### src/rtl/fft2d_job_sequencer.sv
// rtl/fft2d_job_sequencer.sv - host job sequencer around the 2D FFT engine
// Loads a frame, runs the engine with a watchdog, then unloads the frame.
module fft2d_job_sequencer #(
  parameter int ROW_BITS       = 5,
  parameter int COL_BITS       = 5,
  parameter int TIMEOUT_CYCLES = 65535,
  parameter int START_WAIT     = 15
) (
  input  logic                extc_base_clock,
  input  logic                extc_asyn_reset,
  input  logic                host_start,
  input  logic                host_inverse,
  output logic                host_busy,
  output logic                host_done,
  output logic                host_error,
  input  logic                in_valid,
  output logic                in_ready,
  output logic                out_valid,
  input  logic                out_ready,
  output logic                ram_wr_en,
  output logic                ram_rd_en,
  output logic [ROW_BITS-1:0] ram_row,
  output logic [COL_BITS-1:0] ram_col,
  output logic                core_hold,
  output logic                core_inverse,
  input  logic                core_busy
);

  localparam int AW = ROW_BITS + COL_BITS;
  localparam int WW = $clog2(TIMEOUT_CYCLES + 1);
  localparam logic [WW-1:0] WD_TIMEOUT = WW'(TIMEOUT_CYCLES);
  localparam logic [WW-1:0] WD_START   = WW'(START_WAIT);

  typedef enum logic [2:0] {
    S_IDLE,
    S_LOAD,
    S_RUN,
    S_DONE,
    S_UNLOAD
  } state_t;

  state_t          state;
  logic [AW-1:0]   addr;
  logic [WW-1:0]   watchdog;
  logic            busy_seen;
  logic            rd_last;

  // Row and column counters form one row-major address that wraps naturally.
  assign {ram_row, ram_col} = addr;
  assign in_ready  = (state == S_LOAD);
  assign ram_wr_en = in_valid & in_ready;
  assign ram_rd_en = (state == S_UNLOAD) & ~rd_last & (~out_valid | out_ready);

  always_ff @(posedge extc_base_clock or posedge extc_asyn_reset) begin
    if (extc_asyn_reset) begin
      state        <= S_IDLE;
      addr         <= '0;
      watchdog     <= '0;
      busy_seen    <= 1'b0;
      rd_last      <= 1'b0;
      host_busy    <= 1'b0;
      host_done    <= 1'b0;
      host_error   <= 1'b0;
      out_valid    <= 1'b0;
      core_hold    <= 1'b1;
      core_inverse <= 1'b0;
    end else begin
      case (state)
        S_IDLE: begin
          if (host_start) begin
            core_inverse <= host_inverse;
            host_error   <= 1'b0;
            addr         <= '0;
            host_busy    <= 1'b1;
            state        <= S_LOAD;
          end
        end
        S_LOAD: begin
          if (ram_wr_en) begin
            addr <= addr + 1'b1;
            if (&addr) begin
              core_hold <= 1'b0;
              watchdog  <= '0;
              busy_seen <= 1'b0;
              state     <= S_RUN;
            end
          end
        end
        S_RUN: begin
          watchdog <= watchdog + 1'b1;
          if (watchdog == WD_TIMEOUT) begin
            host_error <= 1'b1;
            host_done  <= 1'b1;
            core_hold  <= 1'b1;
            state      <= S_DONE;
          end else if (!busy_seen) begin
            if (core_busy) begin
              busy_seen <= 1'b1;
            end else if (watchdog >= WD_START) begin
              host_error <= 1'b1;
              host_done  <= 1'b1;
              core_hold  <= 1'b1;
              state      <= S_DONE;
            end
          end else if (!core_busy) begin
            // First low sample after busy was seen is the engine's falling edge.
            core_hold <= 1'b1;
            addr      <= '0;
            rd_last   <= 1'b0;
            state     <= S_UNLOAD;
          end
        end
        S_UNLOAD: begin
          out_valid <= ram_rd_en | (out_valid & ~out_ready);
          if (ram_rd_en) begin
            addr <= addr + 1'b1;
            if (&addr) begin
              rd_last <= 1'b1;
            end
          end
          if (rd_last && out_valid && out_ready) begin
            rd_last   <= 1'b0;
            host_done <= 1'b1;
            state     <= S_DONE;
          end
        end
        S_DONE: begin
          host_done <= 1'b0;
          host_busy <= 1'b0;
          state     <= S_IDLE;
        end
        default: begin
          state <= S_IDLE;
        end
      endcase
    end
  end

endmodule

### config.mk
export PLATFORM = sky130hd
export DESIGN_NAME = fft2d_job_sequencer
export DESIGN_NICKNAME = d
export VERILOG_FILES = /design/src/rtl/fft2d_job_sequencer.sv
export SDC_FILE = /design/constraint.sdc
export NUM_CORES = 1
export LEC_CHECK = 0
export ABC_AREA = 1
export BUFFER_PORTS_ARGS = -buffer_cell sky130_fd_sc_hd__buf_2
export CORE_MARGIN = 1
export CORE_UTILIZATION = 40
export CTS_CLUSTER_DIAMETER = 200
export DETAILED_ROUTE_END_ITERATION = 7
export PLACE_DENSITY_LB_ADDON = 0.1
export REMOVE_ABC_BUFFERS = 1
export SLEW_MARGIN = 10
export SYNTH_ARGS = -nofsm -noshare
export SYNTH_HDL_FRONTEND = slang
export SYNTH_SLANG_ARGS = --single-unit
### constraint.sdc
create_clock -name extc_base_clock -period 1.41 [get_ports extc_base_clock]
set_clock_uncertainty 0.05 [all_clocks]
set_input_delay 0.141 -clock extc_base_clock [delete_from_list [all_inputs] [get_ports extc_base_clock]]
set_output_delay 0.141 -clock extc_base_clock [all_outputs]
set_load 0.01 [all_outputs]
Word-level counts from Yosys, hierarchy flattened

Cells that the tools add are included.

Add/sub/neg operators: 2
Multipliers: 0
Divide/modulo/power cells: 0
Order comparisons: 1
Equal/unequal tests: 19
Shift operators: 0
Muxes and demuxes: 47
Bitwise gates (word level): 9
Reduce and logical (&&, ||, !) cells: 20

Operators by type and width:

| operator                                                               | number |
|---|---|
| 10-bit 2-to-1 mux                                                      | 6 |
| 10-bit one-hot mux with 4 select lines                                 | 1 |
| 16-bit 2-to-1 mux                                                      | 2 |
| 16-bit one-hot mux with 2 select lines                                 | 1 |
| 3-bit 2-to-1 mux                                                       | 9 |
| 1-bit 2-to-1 mux                                                       | 21 |
| 16-bit by 1-bit adder with 16-bit output, second input constant        | 1 |
| 16-bit equality test, second input constant                            | 1 |
| 16-bit by 4-bit >= comparator with 1-bit output, second input constant | 1 |
| 5-bit AND reduction                                                    | 3 |
| 3-bit one-hot mux with 4 select lines                                  | 1 |
| 6-bit AND reduction                                                    | 2 |
| 10-bit by 1-bit adder with 10-bit output, second input constant        | 1 |
| 2-bit != test, second input constant                                   | 5 |
| 1-bit one-hot mux with 2 select lines                                  | 5 |
| 10-bit AND reduction                                                   | 1 |
| 3-bit != test, second input constant                                   | 3 |
| 2-bit nonzero test                                                     | 4 |
| 7-bit AND reduction                                                    | 1 |
| 3-bit by 2-bit equality test with 1-bit output, second input constant  | 2 |
| 2-bit by 1-bit != test with 1-bit output, second input constant        | 3 |
| 1-bit AND                                                              | 4 |
| 4-bit != test, second input constant                                   | 1 |
| 2-bit AND reduction                                                    | 2 |
| 13 further kinds                                                       | 17 |

Bits in registers: 37
Bits in latches: 0
Bits in writable memories: 0
Memory bits (read-only): 0
Input bits: 7
Output and inout port bits: 19
Logic and storage cells: 109
Memories: 0

Longest topological paths before layout

Gate-level depths: netlist of the first run.

Depth after elaboration: 6
Mapped depth: 11
Gate-level depth less buffers: 10

Worst setup path after synthesis of the first run

OpenSTA, ideal clock, no wires.

Kind: register to register
Start point: register watchdog[0]
End point: register addr[7]
Library setup time: 0.117 ns
Arrival: 1.391 ns
Required time: 1.243 ns
Path slack: -0.147 ns
Cell stages (with the launch flop): 11
Path buffers: 0
Clock period less this slack: 1.557 ns
Cell sequence: dfrtp_1 > ha_1 > nand2_2 > nor2_4 > nand2_4 > nor2_4 > nand2_1 > nand2_4 > nor2_8 > nand2_1 > nand2_1

Longest elaborated chain between the ends: 3

Ends and longest elaborated chain:

| element                              | RTL line | source |
|---|---|---|
| start, declared                      | 44       | `logic [WW-1:0] watchdog;` |
| start signal, assigned               | 90       | `watchdog <= watchdog + 1'b1;` |
| 16-bit equality test                 | 91       | `if (watchdog == WD_TIMEOUT) begin` |
| 2-bit != test (no source line)       | n/a      |  |
| 7-bit AND reduction (no source line) | n/a      |  |
| end signal, assigned                 | 80       | `addr <= addr + 1'b1;` |
| end signal, assigned                 | 116      | `addr <= addr + 1'b1;` |
| end, declared                        | 43       | `logic [AW-1:0] addr;` |

Every way passes these cells.
A chain may end at the register's enable or synchronous reset.

Final worst setup path of the first run

Start point: register state[1]
End point: output ram_rd_en

Longest elaborated chain between the ends: 3

Ends and longest elaborated chain:

| element                 | RTL line | source |
|---|---|---|
| start, declared         | 42       | `state_t state;` |
| start signal, assigned  | 56       | `state <= S_IDLE;` |
| start signal, assigned  | 75       | `state <= S_LOAD;` |
| start signal, assigned  | 85       | `state <= S_RUN;` |
| 3-bit equality test     | 52       | `assign ram_rd_en = (state == S_UNLOAD) & ~rd_last & (~out_valid \| out_ready);` |
| 1-bit AND (2 in series) | 52       |  |
| end, declared           | 21       | `output logic ram_rd_en,` |

Every way passes these cells.

==> results of run 1 <==
-- power groups by stage --
stage | registers (mW) | logic (mW) | clock network [mW]
after floorplan | 1.63 | 1.64 | 0
after global placement | 1.57 | 3.00 | 0
after detailed placement | 1.57 | 3.03 | 0
after CTS | 1.57 | 3.36 | 0.869
after global routing | 1.63 | 4.26 | 0.901
final | 1.60 | 3.87 | 0.849
-- flip-flops by register name (all words and copies together), names as in the netlist --
signal and flops:
addr 10, busy_seen 1, core_hold 1, core_inverse 1, host_busy 1, host_done 1, host_error 1, out_valid 1
rd_last 1, state 3, watchdog 16
-- logic make-up after synthesis --
group | count (synthesis) | share of synthesized area (%)
AO/OA/AOI/OAI | 32 | 8.32
flip-flops | 37 | 37.3
buffers and inverters | 48 | 7.86
adder cells (fa/ha/maj) | 2 | 1.01
XOR/XNOR | 6 | 2.12
multiplexers | 1 | 0.454
AND/OR/NAND/NOR | 222 | 42.9
-- area by class of cell --
| class | instances | area, um2 | area share (%) |
|---|---|---|---|
| timing repair buffer | 115 | 872 | 23.2 |
| clock buffer | 7 | 96.3 | 2.57 |
| inverter | 44 | 181 | 4.83 |
| multi-input combinational | 263 | 1570 | 41.9 |
| clock inverter | 1 | 5.00 | 0.133 |
| sequential | 37 | 930 | 24.8 |
| tap | 75 | 93.8 | 2.50 |
-- through the flow --
stage               setup TNS (ps)  power (mW)
floorplan                    -8380        3.27
global route                 -6770        6.79
CTS                          -3900        5.80
global placement             -4160        4.57
detailed placement           -5040        4.60
finish                       -3610        6.31
-- worst max path at each step --
stage / depth (start not counted) / slack [ps] / start / endpoint
global placement: 9 / -190 / watchdog[0] / state[0]
CTS: 7 / -180 / state[0] / ram_rd_en
finish: 7 / -170 / state[1] / ram_rd_en
detailed placement: 8 / -210 / watchdog[1] / host_error
floorplan: 10 / -470 / state[0] / host_error
global route: 8 / -290 / watchdog[4] / core_hold
-- layout by cell type (no fill, tap or decap), types with 4 or more instances in the layout --
cell type / instances
sky130_fd_sc_hd__nand2_2: 12
sky130_fd_sc_hd__nand3_2: 6
sky130_fd_sc_hd__nor2_1: 31
sky130_fd_sc_hd__buf_4: 81
sky130_fd_sc_hd__inv_2: 7
sky130_fd_sc_hd__o21ai_2: 8
sky130_fd_sc_hd__nor2_2: 6
sky130_fd_sc_hd__buf_2: 23
sky130_fd_sc_hd__dfrtp_1: 34
sky130_fd_sc_hd__nor2_4: 8
sky130_fd_sc_hd__nand4_1: 9
sky130_fd_sc_hd__nor3_1: 5
sky130_fd_sc_hd__nand3_1: 30
sky130_fd_sc_hd__clkbuf_8: 7
sky130_fd_sc_hd__xor2_1: 4
sky130_fd_sc_hd__nand2_1: 97
sky130_fd_sc_hd__buf_6: 7
sky130_fd_sc_hd__nand2_4: 8
sky130_fd_sc_hd__o21ai_0: 5
sky130_fd_sc_hd__a21oi_1: 4
sky130_fd_sc_hd__o21ai_1: 4
sky130_fd_sc_hd__inv_1: 32
-- per-layer routing --
metal / wire, um / vias up / global-route usage, % / part of all wire (%)
met3: 230 / 10 / 4.38 / 3.4
met4: 125 / 0 / 7.50 / 1.9
met5: 0 / - / 0 / 0
met2: 3240 / 45 / 37.3 / 48
met1: 3140 / 1237 / 29.2 / 47
li1: - / 1356 / - / -
-- repair_timing --
item,CTS,global route
pin swaps,18,17
hold endpoints to repair,36,0
setup endpoints to repair,37,37
setup buffers,12,7
resized for setup,25,59
hold buffers,1,0
==> results_dict.tcl, run 1 <==
set metrics [dict create \
    outcome "finished with violations" \
    violations "setup timing" \
    cts_made_buffers 5 \
    number_of_endpoints_with_negative_hold_slack_in_the_final_report 0 \
    ff2ff_path_depth 10 \
    timing.critical_path.cells "inv_2 -> nand3_4 -> buf_6 -> inv_4 -> nand2_2 -> nor2_1 -> buf_2" \
    design_area_um2 3750 \
    async_flop_share_pct 100 \
    yosys.cell_types.count 38 \
    synthFlopType "sky130_fd_sc_hd__dfrtp_1" \
    overflow 0 \
    post-route-worst-setup-slack_ps -174 \
    post-route-period-util_pct 112 \
    power.internal_mw 3.55 \
    power-per-cell-area_nw_per_um2 1680 \
    hold_slack_ps 28.8 \
    firstDrtPassIters 4 \
    cts_root_buffer "sky130_fd_sc_hd__clkbuf_8" \
    pwr-share-clk_pct 13.5 \
    dp_worst_setup_slack_ps -207 \
    worst_max_slew_margin_expressed_relative_to_the_limit_pct 82.0 \
    floorplan.die.width_um 80.8 \
    number_of_enable_flip_flop_cells_after_synthesis 0 \
    max-cap-violations 0 \
    synth.area.top_cells "sky130_fd_sc_hd__dfrtp_1, sky130_fd_sc_hd__nand2_1, sky130_fd_sc_hd__nand3_1, sky130_fd_sc_hd__inv_1, sky130_fd_sc_hd__nor2_1" \
    initial_core_util_pct 41.7 \
    final_cells 542 \
    timing.critical_path.to_type "primary output" \
    clkSinkCount 37 \
    drc_errors 0 \
    synthMostInstantiatedCell "sky130_fd_sc_hd__nand2_1" \
    rows 28 \
    worst-path-max-fanout 4 \
    fraction_of_the_yosys_area_taken_by_sequential_cells_pct 37.3 \
    detail_route.wl_per_cell_um 12.4 \
    dr.first_iter.drc_count 138 \
    critPathTopFamily "buffers and inverters" \
    start_kind "flip-flop" \
    initial_antenna_violation_count 0 \
    holdPathStages 2 \
    fillerInstances 525 \
    sw_frac_of_total_pct 43.8 \
    worst-endpoint-arrival_ps 1390 \
    achievable-frequency_ghz 0.631 \
    synth_top_area_share_pct 36.3 \
    leakage_power_nw 1.94 \
    grt_first_pass_wirelength_um 11100 \
    clkTransAtPathRegs_ps 80 \
    detailed_place_hpwl_um 4700 \
    first_global_vias 2441 \
    gpl.final_weighted_congestion 0.814 \
    timing_worst_slew_pin_value_ps 270 \
    postPlaceCellArea_um2 3230 \
    critPathKind "flip-flop to primary output" \
    post-route-min-period_ps 1580 \
    grt_usage_pct 22.4 \
    min-delay-start "host_inverse" \
    largest_net_degree_at_the_start_of_global_routing 38 \
    avgSynthCellArea_um2 7.13 \
    pins_over_slew_limit 0 \
    ys_warn_count 0 \
    fp.coreArea_um2 5960 \
    synthesis.area_um2 2480 \
    worst_r2r_startpoint "watchdog[1]" \
    cts_tree "yes" \
    route.vias.total 2648 \
    h_tree_depth 2 \
    ioPinCount 26 \
    power.share.combinational_pct 61.3 \
    worstHoldPathType "primary input to flip-flop" \
    route.detailed.vias_per_inst 4.89 \
    crit_path_max_incr_delay_ps 410 \
    floorplan.die_area_um2 6520 \
    cpMaxStageDelayCell "sky130_fd_sc_hd__dfrtp_1" \
    fp.dieH_um 80.8 \
    sequential_power_share_pct 25.3 \
    final_core_util_pct 63.0 \
    postRouteWirelength_um 6740 \
    worstPathRequired_ps 1220 \
    detail-route-antenna-nets 0 \
    vdd.ir_drop.worst_v 0.00110 \
    port_buffers 25 \
    worstSkewPairLatency_ps 300 \
    layout-area-overhead-vs-synth_pct 51.2 \
    reg2reg_slack_ps -160 \
    nets 475 \
    setup_viol 32 \
    postSynthCellCount 348 \
    place.detailed.instances 515 \
    rsz0062_at_grt "yes" \
    layout-drive-gt1-share_pct 43.0 \
    r2r-end "addr[7]" \
    clock_tree.buffer_depth 2 \
    netSwitchingPower_mw 2.76 \
    hold_path_end "core_inverse" \
    postSynthRegisterBits 37 \
    post-synth-top-area-cell "sky130_fd_sc_hd__dfrtp_1" \
    worstPathBufferInverterCount 4 \
    num_antenna_cells 0 \
    netlist_top_cells_count "sky130_fd_sc_hd__nand2_1, sky130_fd_sc_hd__inv_1, sky130_fd_sc_hd__dfrtp_1, sky130_fd_sc_hd__nand3_1, sky130_fd_sc_hd__nor2_1" \
]
(Power assumes the default switching activity.)
==> inputs of run 2 (changes only) <==
--- a/config.mk
+++ b/config.mk
@@ -7,10 +7,12 @@
 export LEC_CHECK = 0
 export ABC_AREA = 1
 export BUFFER_PORTS_ARGS = -buffer_cell sky130_fd_sc_hd__buf_2
+export CAP_MARGIN = 20
 export CORE_MARGIN = 1
 export CORE_UTILIZATION = 40
 export CTS_CLUSTER_DIAMETER = 200
 export DETAILED_ROUTE_END_ITERATION = 7
+export MAX_ROUTING_LAYER = met4
 export PLACE_DENSITY_LB_ADDON = 0.1
 export REMOVE_ABC_BUFFERS = 1
 export SLEW_MARGIN = 10
==> constraint.sdc (replaced) <==
create_clock -name extc_base_clock -period 1.6 [get_ports extc_base_clock]
set_clock_uncertainty 0.05 [all_clocks]
set_input_delay 0.16 -clock extc_base_clock [delete_from_list [all_inputs] [get_ports extc_base_clock]]
set_output_delay 0.16 -clock extc_base_clock [all_outputs]
set_load 0.01 [all_outputs]
==> results_dict.tcl, run 2 (synthesis results as in run 1) <==
set metrics [dict create \
    layout-area-overhead-vs-synth_pct 27.7 \
    first_global_vias 2225 \
    ff2ff_path_depth 10 \
    number_of_endpoints_with_negative_hold_slack_in_the_final_report 0 \
    outcome "finished, final reports clean" \
    detail-route-antenna-nets 0 \
    start_kind "flip-flop" \
    critPathKind "flip-flop to flip-flop" \
    clkSinkCount 37 \
    largest_net_degree_at_the_start_of_global_routing 38 \
    ioPinCount 26 \
    worst_max_slew_margin_expressed_relative_to_the_limit_pct 67.2 \
    fp.coreArea_um2 5960 \
    worstHoldPathType "primary input to flip-flop" \
    floorplan.die.width_um 80.8 \
    pwr-share-clk_pct 18.0 \
    cts_root_buffer "sky130_fd_sc_hd__clkbuf_8" \
    power-per-cell-area_nw_per_um2 1540 \
    layout_top_registers "watchdog x16, addr x10, state x3" \
    clock_tree.buffer_depth 2 \
    cts_tree "yes" \
    power.share.combinational_pct 52.7 \
    nets 418 \
    worstSkewPairLatency_ps 300 \
    grt_first_pass_wirelength_um 9980 \
    clkTransAtPathRegs_ps 80 \
    timing_worst_slew_pin_value_ps 491 \
    route.detailed.vias_per_inst 4.98 \
    initial_antenna_violation_count 0 \
    gpl.final_weighted_congestion 0.824 \
    leakage_power_nw 1.59 \
    design_area_um2 3170 \
    holdPathStages 2 \
    post-route-min-period_ps 1590 \
    cts_made_buffers 5 \
    drc_errors 0 \
    setup_viol 0 \
    fp.dieH_um 80.8 \
    largest-register "watchdog" \
    timing.setup.tns_ps 0 \
    vdd.ir_drop.worst_v 0.000809 \
    final_cells 485 \
    power.internal_mw 2.71 \
    mostFrequentLayoutCell "sky130_fd_sc_hd__nand2_1" \
    firstDrtPassIters 4 \
    layout_common_cells "sky130_fd_sc_hd__nand2_1, sky130_fd_sc_hd__inv_1, sky130_fd_sc_hd__nand3_1" \
    num_antenna_cells 0 \
    layout-drive-gt1-share_pct 31.0 \
    post-route-worst-setup-slack_ps 13.1 \
    place.detailed.instances 468 \
    worst-path-max-fanout 10 \
    sw_frac_of_total_pct 44.4 \
    h_tree_depth 2 \
    rows 28 \
    postPlaceCellArea_um2 2860 \
    overflow 0 \
    grt_usage_pct 20.7 \
    achievable-frequency_ghz 0.630 \
    timing.critical_path.to_type "flip-flop" \
    netSwitchingPower_mw 2.16 \
    largest_reg_flops 16 \
    route.vias.total 2415 \
    sequential_power_share_pct 29.3 \
    dp_worst_setup_slack_ps -48.3 \
    detailed_place_hpwl_um 4210 \
    worstPathRequired_ps 1740 \
    pins_over_slew_limit 0 \
    worst-endpoint-arrival_ps 1720 \
    post-route-period-util_pct 99.2 \
    max-cap-violations 0 \
    postRouteWirelength_um 5920 \
    port_buffers 25 \
    initial_core_util_pct 41.7 \
    rsz0062_at_grt "yes" \
    detail_route.wl_per_cell_um 12.2 \
    floorplan.die_area_um2 6520 \
    dr.first_iter.drc_count 110 \
]
run 2: cell count changes in the layout (fill, tap and decap cells not counted), moves of 3 or more:
cell	change
sky130_fd_sc_hd__o21ai_0	+12
sky130_fd_sc_hd__o21ai_2	-8
sky130_fd_sc_hd__nand3_2	-3
sky130_fd_sc_hd__nand3_1	+5
sky130_fd_sc_hd__o21ai_1	-4
sky130_fd_sc_hd__buf_4	-50
sky130_fd_sc_hd__buf_6	-7
sky130_fd_sc_hd__inv_1	+3
run 2: stage by stage:
stage	util [%]	hold WS (ps)	total power, mW
final	53.2	43.6	4.88
after global routing	53.2	49.5	5.31
after CTS	50.9	32.8	4.64
after detailed placement	47.9	261	3.67
after global placement	47.9	259	3.66
after floorplan	-	260	2.88
run 2: power by group through the flow:
stage               Sequential, mW  Combinational [mW]  Clock, mW
floorplan                     1.43                1.45          0
global placement              1.40                2.26          0
detailed placement            1.41                2.26          0
CTS                           1.39                2.35      0.894
global route                  1.47                2.90      0.936
finish                        1.43                2.57      0.878
run 2: critical path, stage by stage, from the launching register on:
cell and delay (ps):
sky130_fd_sc_hd__dfrtp_1 400, sky130_fd_sc_hd__ha_4 170, sky130_fd_sc_hd__nand2_4 60, sky130_fd_sc_hd__nor2_4 180, sky130_fd_sc_hd__nand2_4 100, sky130_fd_sc_hd__nor2_4 150, sky130_fd_sc_hd__nand2_2 80, sky130_fd_sc_hd__nand2_4 90
sky130_fd_sc_hd__nor2_8 60, sky130_fd_sc_hd__nand2_2 70, sky130_fd_sc_hd__nand2_1 50
run 2: cell type report:
type | count | area (um2)
Fill cell | 609 | 2790
Sequential cell | 37 | 932
Clock inverter | 2 | 37.5
Clock buffer | 6 | 82.6
Inverter | 44 | 171
Tap cell | 75 | 93.8
Timing Repair Buffer | 58 | 388
Multi-Input combinational cell | 263 | 1460
run 2: final timing paths:
kind,from,endpoint,slack (ps)
setup / recovery,watchdog[1],addr[5],10
hold reg to reg,host_busy,host_busy,420
max in group asynchronous,extc_asyn_reset,core_hold,660
min in group asynchronous,extc_asyn_reset,watchdog[4],470
hold / removal,host_inverse,core_inverse,40
setup reg to reg,watchdog[1],addr[5],10
run 2: repair_timing:
| action | CTS | global route |
|---|---|---|
| pin swaps | 4 | 14 |
| buffers inserted | 3 | 5 |
| gates resized for setup | 3 | 33 |
| endpoints found under the hold margin | 36 | 0 |
| endpoints found under the setup margin | 18 | 34 |
| hold buffers | 1 | 0 |
run 2: routing by layer:
metal	share of wire (%)	track usage, %
met5	0	-
met4	1.0	5.54
met3	3.6	4.16
met2	45	32.3
met1	51	27.2
